File: config.mk
export PLATFORM = sky130hd
export DESIGN_NAME = pwl_act_pipe
export DESIGN_NICKNAME = d
export VERILOG_FILES = /design/src/rtl/pwl_act_pipe.sv
export SDC_FILE = /design/constraint.sdc
export NUM_CORES = 2
export LEC_CHECK = 0
export BUFFER_PORTS_ARGS = -buffer_cell sky130_fd_sc_hd__buf_2
export CAP_MARGIN = 5
export CORE_AREA = 2 2 425 427
export DETAILED_ROUTE_END_ITERATION = 7
export DIE_AREA = 0 0 427 429
export GPL_TIMING_DRIVEN = 0
export PLACE_DENSITY = 0.61
export SLEW_MARGIN = 25
export SYNTH_ARGS = -nofsm -noshare
export SYNTH_HDL_FRONTEND = slang
export SYNTH_SLANG_ARGS = --single-unit
File: constraint.sdc
create_clock -name clk -period 18.4 [get_ports clk]
set_input_delay 2.76 -clock clk [delete_from_list [all_inputs] [get_ports clk]]
set_output_delay 2.76 -clock clk [all_outputs]
set_load 0.005 [all_outputs]
File: src/rtl/pwl_act_pipe.sv
// Runtime-programmable piecewise-linear activation, 3-stage valid/ready pipeline.
// Double-buffered segment table; commits swap only once the pipeline has drained.
module pwl_act_pipe #(
    parameter  int DATA_W  = 16,
    parameter  int FRAC_W  = 9,
    parameter  int SEG_N   = 16,
    parameter  int SHIFT_W = 4,
    localparam int SEG_W   = $clog2(SEG_N)
) (
    input  logic               clk,
    input  logic               rst_n,
    input  logic               in_valid,
    output logic               in_ready,
    input  logic [DATA_W-1:0]  in_x,
    output logic               out_valid,
    input  logic               out_ready,
    output logic [DATA_W-1:0]  out_y,
    input  logic               cfg_we,
    input  logic [SEG_W-1:0]   cfg_addr,
    input  logic [DATA_W-1:0]  cfg_bp,
    input  logic [DATA_W-1:0]  cfg_xoff,
    input  logic [SHIFT_W-1:0] cfg_shift,
    input  logic               cfg_neg,
    input  logic               cfg_zero,
    input  logic [DATA_W-1:0]  cfg_bias,
    input  logic               cfg_commit,
    output logic               cfg_busy
);

    if (FRAC_W < 0 || FRAC_W >= DATA_W) begin : g_frac_w_invalid
        $error("FRAC_W must lie in [0, DATA_W)");
    end

    localparam logic [DATA_W-1:0] BP_MAX = {1'b0, {(DATA_W-1){1'b1}}};

    typedef enum logic [1:0] {RUN, DRAIN, SWAP} state_t;

    state_t state_q;
    logic   busy_q;

    logic [DATA_W-1:0]  sh_bp_q   [SEG_N];
    logic [DATA_W-1:0]  sh_xoff_q [SEG_N];
    logic [SHIFT_W-1:0] sh_shift_q[SEG_N];
    logic               sh_neg_q  [SEG_N];
    logic               sh_zero_q [SEG_N];
    logic [DATA_W-1:0]  sh_bias_q [SEG_N];

    logic [DATA_W-1:0]  act_bp_q   [SEG_N];
    logic [DATA_W-1:0]  act_xoff_q [SEG_N];
    logic [SHIFT_W-1:0] act_shift_q[SEG_N];
    logic               act_neg_q  [SEG_N];
    logic               act_zero_q [SEG_N];
    logic [DATA_W-1:0]  act_bias_q [SEG_N];

    logic               v1_q, v2_q, v3_q;
    logic [DATA_W-1:0]  x1_q;
    logic [SEG_W-1:0]   seg1_q;
    logic [DATA_W:0]    d2_q;
    logic [SHIFT_W-1:0] sh2_q;
    logic               neg2_q, zero2_q;
    logic [DATA_W-1:0]  bias2_q;
    logic [DATA_W-1:0]  y3_q;

    logic stall, en1, en2, en3, accept;

    assign stall    = v3_q && !out_ready;
    assign en3      = !stall;
    assign en2      = !v2_q || en3;
    assign en1      = !v1_q || en2;
    assign in_ready = !stall && (state_q == RUN);
    assign accept   = in_valid && in_ready;

    assign out_valid = v3_q;
    assign out_y     = y3_q;
    assign cfg_busy  = busy_q;

    logic [SEG_W-1:0] seg_d;

    always_comb begin
        seg_d = '0;
        for (int i = 0; i < SEG_N - 1; i++) begin
            if ($signed(in_x) >= $signed(act_bp_q[i])) begin
                seg_d = seg_d + SEG_W'(1);
            end
        end
    end

    logic [DATA_W:0] d2_d;

    assign d2_d = {x1_q[DATA_W-1], x1_q}
                - {act_xoff_q[seg1_q][DATA_W-1], act_xoff_q[seg1_q]};

    logic signed [DATA_W:0]   t_sh, t_sel;
    logic signed [DATA_W+1:0] s_sum;
    logic        [DATA_W-1:0] y_d;

    always_comb begin
        t_sh  = $signed(d2_q) >>> sh2_q;
        t_sel = zero2_q ? '0 : (neg2_q ? -t_sh : t_sh);
        s_sum = {t_sel[DATA_W], t_sel}
              + {{2{bias2_q[DATA_W-1]}}, bias2_q};
        // In range only when the top three bits agree.
        if (&s_sum[DATA_W+1:DATA_W-1] || ~|s_sum[DATA_W+1:DATA_W-1]) begin
            y_d = s_sum[DATA_W-1:0];
        end else if (s_sum[DATA_W+1]) begin
            y_d = {1'b1, {(DATA_W-1){1'b0}}};
        end else begin
            y_d = BP_MAX;
        end
    end

    always_ff @(posedge clk or negedge rst_n) begin
        if (!rst_n) begin
            v1_q    <= 1'b0;
            v2_q    <= 1'b0;
            v3_q    <= 1'b0;
            x1_q    <= '0;
            seg1_q  <= '0;
            d2_q    <= '0;
            sh2_q   <= '0;
            neg2_q  <= 1'b0;
            zero2_q <= 1'b0;
            bias2_q <= '0;
            y3_q    <= '0;
        end else begin
            if (en1) begin
                v1_q <= accept;
            end
            if (accept) begin
                x1_q   <= in_x;
                seg1_q <= seg_d;
            end
            if (en2) begin
                v2_q <= v1_q;
            end
            if (en2 && v1_q) begin
                d2_q    <= d2_d;
                sh2_q   <= act_shift_q[seg1_q];
                neg2_q  <= act_neg_q[seg1_q];
                zero2_q <= act_zero_q[seg1_q];
                bias2_q <= act_bias_q[seg1_q];
            end
            if (en3) begin
                v3_q <= v2_q;
            end
            if (en3 && v2_q) begin
                y3_q <= y_d;
            end
        end
    end

    always_ff @(posedge clk or negedge rst_n) begin
        if (!rst_n) begin
            state_q <= RUN;
            busy_q  <= 1'b0;
        end else begin
            unique case (state_q)
                RUN: begin
                    if (cfg_commit) begin
                        state_q <= DRAIN;
                        busy_q  <= 1'b1;
                    end
                end
                DRAIN: begin
                    if (!v1_q && !v2_q && !v3_q) begin
                        state_q <= SWAP;
                    end
                end
                SWAP: begin
                    state_q <= RUN;
                    busy_q  <= 1'b0;
                end
                default: begin
                    state_q <= RUN;
                    busy_q  <= 1'b0;
                end
            endcase
        end
    end

    always_ff @(posedge clk or negedge rst_n) begin
        if (!rst_n) begin
            for (int i = 0; i < SEG_N; i++) begin
                sh_bp_q[i]     <= BP_MAX;
                sh_xoff_q[i]   <= '0;
                sh_shift_q[i]  <= '0;
                sh_neg_q[i]    <= 1'b0;
                sh_zero_q[i]   <= 1'b0;
                sh_bias_q[i]   <= '0;
                act_bp_q[i]    <= BP_MAX;
                act_xoff_q[i]  <= '0;
                act_shift_q[i] <= '0;
                act_neg_q[i]   <= 1'b0;
                act_zero_q[i]  <= 1'b0;
                act_bias_q[i]  <= '0;
            end
        end else begin
            if (cfg_we) begin
                sh_bp_q[cfg_addr]    <= cfg_bp;
                sh_xoff_q[cfg_addr]  <= cfg_xoff;
                sh_shift_q[cfg_addr] <= cfg_shift;
                sh_neg_q[cfg_addr]   <= cfg_neg;
                sh_zero_q[cfg_addr]  <= cfg_zero;
                sh_bias_q[cfg_addr]  <= cfg_bias;
            end
            if (state_q == SWAP) begin
                for (int i = 0; i < SEG_N; i++) begin
                    act_bp_q[i]    <= sh_bp_q[i];
                    act_xoff_q[i]  <= sh_xoff_q[i];
                    act_shift_q[i] <= sh_shift_q[i];
                    act_neg_q[i]   <= sh_neg_q[i];
                    act_zero_q[i]  <= sh_zero_q[i];
                    act_bias_q[i]  <= sh_bias_q[i];
                end
            end
        end
    end

endmodule

# [Word-level counts from Yosys, hierarchy flattened]
# Cells that the tools add are included.
[classes] shift=1 bitwise_logic=3 addsub=17 reduce_logical=22 magnitude_cmp=18 eq_ne=4 n_mux=51
[ops] operator="$bwmux 256" n=3
[ops] operator="$ge 16x16->1" n=15
[ops] operator="$bmux 16 s4" n=2
[ops] operator="$mux 16" n=7
[ops] operator="$mux 4" n=17
[ops] operator="$bwmux 64" n=1
[ops] operator="$demux 16 s4" n=1
[ops] operator="$add 4x1->4 const B" n=14
[ops] operator="$mux 17" n=2
[ops] operator="$bwmux 16" n=2
[ops] operator="$add 17x16->18" n=1
[ops] operator="$neg 17->17" n=1
[ops] operator="$sshr 17x4->17" n=1
[ops] operator="$sub 16x16->17" n=1
[ops] operator="$bmux 4 s4" n=1
[ops] operator="$demux 4 s4" n=1
[ops] operator="$ge 5x5->1 const B" n=2
[ops] operator="$not 4->5" n=2
[ops] operator="$bmux 1 s4" n=2
[ops] operator="$logic_and 1x1->1" n=8
[ops] operator="$mux 1" n=7
[ops] operator="$logic_not 1->1" n=6
[ops] operator="$lt 5x1->1 const B" n=1
[ops] operator="$demux 1 s4" n=1
[ops] operator="other kinds (12)" n=17
[word_totals] regBits=1793

# [Longest topological paths before layout]
[logic_depth] depth_word=30 ltp_mapped=45

# [Worst setup path before layout]
# Ideal clock, no wire load.
[synth_path] kind="input to register" from="input port in_x[0]" to="register seg1_q[3]" required_ns=18.324 setup_slack_ns=7.983 setup_ns=0.076 arrival_ns=10.340 stages=44 path_cell_list="inv_1 ha_1 nor2b_1 o211ai_1 a2111oi_0 nor4_1 mux2_2 inv_1 ha_1 xnor2_4 xor2_1 a21oi_1 ha_1 nand2_1 nand2_1 xnor2_1 o21ai_0 ha_1 (+8 left out) mux2i_1 ha_1 nand2_1 o21ai_0 a21o_1 xnor2_1 nor2_1 a21oi_1 ha_1 nand2_1 xor2_1 xnor2_1 xor2_1 nor3_1 o211ai_2 xor2_1 xnor3_1 o21ai_1"
[synth_between] elab_chain_cells=30 elab_cells_between_ends=44
[synth_lines] item="from (decl)" line_no="14" source="input logic [DATA_W-1:0] in_x,"
[synth_lines] item="$ge 16x16->1" line_no="82" source="if ($signed(in_x) >= $signed(act_bp_q[i])) begin"
[synth_lines] item="$mux 1" line_no="82"
[synth_lines] item="$add 4x1->4" line_no="83" source="seg_d = seg_d + SEG_W'(1);"
[synth_lines] item="$mux 4" line_no="82"
[synth_lines] item="$add 4x1->4" line_no="83"
[synth_lines] item="$mux 4" line_no="82"
[synth_lines] item="$add 4x1->4" line_no="83"
[synth_lines] item="$mux 4" line_no="82"
[synth_lines] item="(+14 left out)"
[synth_lines] item="$add 4x1->4" line_no="83"
[synth_lines] item="$mux 4" line_no="82"
[synth_lines] item="$add 4x1->4" line_no="83"
[synth_lines] item="$mux 4" line_no="82"
[synth_lines] item="$add 4x1->4" line_no="83"
[synth_lines] item="$mux 4" line_no="82"
[synth_lines] item="$add 4x1->4" line_no="83"
[synth_lines] item="$mux 4 *" line_no="82"
[synth_lines] item="to (signal assigned)" line_no="131" source="seg1_q <= seg_d;"
[synth_lines] item="to (decl)" line_no="57" source="logic [SEG_W-1:0] seg1_q;"
# Mark *: on every way between the ends. The rest lies on a longest branch, timed or not.
# A chain may end at the register's enable or synchronous reset.

# [Worst setup path after layout]
[layout_path] from="input port in_x[1]" to="register seg1_q[3]"
# Same word-level chain as after synthesis.

==> run metrics <==
status completed; Pre-Repair DR Iteration Count 6; Die Area 183,000 sq um; minimum clock period approximately 11 ns; Peak supply drop slightly above 0.0008 V; P&R area growth vs syn 13.4%; Required @ worst endpoint between 15 and 20 ns; Final ANT Viol Nets 0; Final Cell Area slightly above 90,000 sq um; post_cts resized 0; skew final 0.0244 ns; final setup vio count 0; Root Buffer clkbuf_16; Area after DPL about 84,000 sq um; core area between 150,000 and 200,000 sq um; gr ovfl total 0; Hold Crit Depth 2; Slew HR 0.239; DP Worst Slack between 6 and 7 ns; Initial Utilization 0.449; Tcrit/Tclk final 0.621; number of global-route vias before repair just under 50,000; Static Leak 38.9 nW; remaining routing DRC violations 0; first-pass GRT wire length around 320,000 microns; crit start category input port; syn nets a little over 6,000; Die Wd about 430 microns; crit-path most repeated cell ha_1; Maximum Capacitance Violations 0; Reg2Reg Setup Slack 9.10 ns; hold buffers post-CTS 0; later-pin clock latency in the skew report roughly 0.84 ns; vias per cell roughly 5.5; DP HPWL about 150,000 microns; Hold/Removal Path Class reg2reg; Power, Total around 19 mW; Arr. time, crit path between 10 and 15 ns; fmax roughly 0.09 GHz; reg2reg path depth 43; Clock Tree Buf Depth 3; critical path class in2reg; final hold viol count 0; PD cells 213 nW/um^2; input/output buffers 98; Setup crit start in_x[1]; Post-synth top flop dfrtp_1; DRT Wirelength around 210,000 microns; flops & latches, synth roughly 1,800; post-synthesis cell type count about 80; H-tree levels 4; setup bufs post-CTS 0; TNS Setup 0 ns; Synth Warn # 0; Reg2Reg Capture Point seg1_q[3]; Worst-path clk slew 0.06 ns; Reg-to-Reg Start act_bp_q[237]; gr usage total 0.234; Post-synth ARST share 1.00; layout cells sized above 1 0.432; Post-synth EDFFs 0; Die Span Y 429 microns; CTS tree yes; RSZ-0062 raised after global routing no; Num CTS Buffers between 150 and 200; syn avg cell area roughly 14 sq um; min-delay src sh_bp_q[81]; DR vias ~48,000; setup ws final about 7 ns; Iteration-0 DRC Markers 3,066; post-synthesis sequential area ratio 0.563; Mapped Area 80,000 sq um; Min Hold Slack 0.465 ns; row count ~160; Worst Hold Path EP act_bp_q[81]; largest fanout on the critical path 16; RD Place Congestion between 0.8 and 0.9; Clock Sinks ~1,800; Slowest cell on crit path buf_2; Synth Instances about 5,700; post-DR wirelength/cell about 25 microns; Nets 6,427; I/O pins 99; largest net degree at the start of global routing 136; Final Max Tran Viols 0; nature of the critical path endpoint register; Worst-Margin Slew about 1.1 ns; initial antenna violation count 20; largest stage delay on the critical path between 0.6 and 0.7 ns
## registers in the layout (all words and copies together) (netlist names), 4 cells and up
signal       flops
seg1_q           4
sh2_q            4
sh_bp_q        240
sh_shift_q      64
act_bp_q       240
act_shift_q     64
out_y           16
act_neg_q       16
act_zero_q      16
act_bias_q     256
sh_xoff_q      256
sh_zero_q       16
x1_q            16
sh_neg_q        16
act_xoff_q     256
sh_bias_q      256
bias2_q         16
d2_q            17
## cell families after synthesis
family	Yosys count	share of synthesized area
flip-flops	1777	0.563
multiplexers	1738	0.272
buffers and inverters	638	0.0301
AND/OR/NAND/NOR	635	0.0362
AO/OA/AOI/OAI	589	0.0435
adder cells (fa/ha/maj)	290	0.0455
XOR/XNOR	74	0.00970
## worst max-delay path, delay by kind of cell
kind / cells / cell delay [ns]
XOR/XNOR: 11 / 2.76
AO/OA/AOI/OAI: 10 / 1.61
multiplexers: 3 / 0.80
AND/OR/NAND/NOR: 11 / 1.36
adder cells (fa/ha/maj): 7 / 2.09
buffers and inverters: 2 / 0.74
## worst max path at each step
stage	end	slack [ns]	depth (start not counted)
6_report	seg1_q[3]	6.97	44
2_1_floorplan	seg1_q[3]	7.98	44
3_3_place_gp	out_y[8]	-23.86	1
3_5_place_dp	seg1_q[3]	6.17	44
5_1_grt	seg1_q[3]	6.30	44
4_1_cts	seg1_q[3]	6.98	44
## cells in the final DEF, fill, tap and decap left out, drive strengths merged, types with 94 or more instances in the layout
cell	netlist	routed
buf	46	172
dfrtp	1327	1327
mux2	1526	1526
nor2	94	94
a21oi	95	95
ha	288	288
mux4	196	196
clkbuf	283	569
inv	308	318
o21ai	317	317
nand2	329	329
dfstp	450	450
## per-layer routing
metal  routed length, microns  up-vias  GRT usage  share of wire
met5                       83        -          0        0.00039
met4                     7790       12     0.0827          0.037
met3                     8180      362     0.0359          0.039
met2                   103000      860      0.386           0.49
met1                    92900    25200      0.314           0.44
li1                         -    21100          -              -
## report_power, final
group	leakage [nW]	internal, mW	switching [mW]
clock network	3.19	2.33	1.60
logic	14.6	4.30	4.92
registers	21.1	5.51	0.673
## Yosys cell counts (3+ instances only)
master	count	area, sq um
a211oi_1	16	120
a21boi_0	8	60.1
a21o_1	35	263
a21oi_1	95	475
a221o_1	17	170
a22oi_1	3	22.5
a31oi_1	9	56.3
and3_1	11	68.8
and4_1	8	70.1
buf_1	42	158
clkbuf_1	283	1060
dfrtp_1	1327	33200
dfstp_2	450	11800
ha_1	288	3600
inv_1	308	1160
mux2_2	1526	17200
mux2i_1	16	160
mux4_2	196	4410
nand2_1	329	1230
nand2b_1	21	131
nand3_1	39	195
nand3b_1	5	37.5
nand4_1	34	213
nor2_1	94	353
nor2b_1	28	175
nor3_1	22	110
nor3b_1	5	37.5
nor4_1	9	56.3
o211a_1	3	30.0
o211ai_1	10	75.1
o21a_1	10	75.1
o21ai_0	316	1580
o21bai_1	6	45.0
o221ai_1	5	43.8
o22ai_1	9	56.3
o31ai_1	18	135
or2_2	8	50.1
or3_1	9	56.3
or4_1	3	22.5
xnor2_1	44	385
xor2_1	22	193
## final cells by class
class                      instances  area (sq um)
antenna                            3          7.51
buffer                           329          1310
clock buffer                     285          5610
clock inverter                    60           831
fill                           15300         87300
inverter                         309          1160
multi-input combinational       3326         32600
sequential                      1777         45000
tap                             2355          2950
timing repair buffer             127          1210
## through the flow
step,instances,utilization
global placement,8194,0.469
CTS,8567,0.509
detailed placement,8222,0.473
global route,8570,0.510
floorplan,5741,-
finish,8571,0.510
Note: power is estimated with default switching activity, not from simulation.
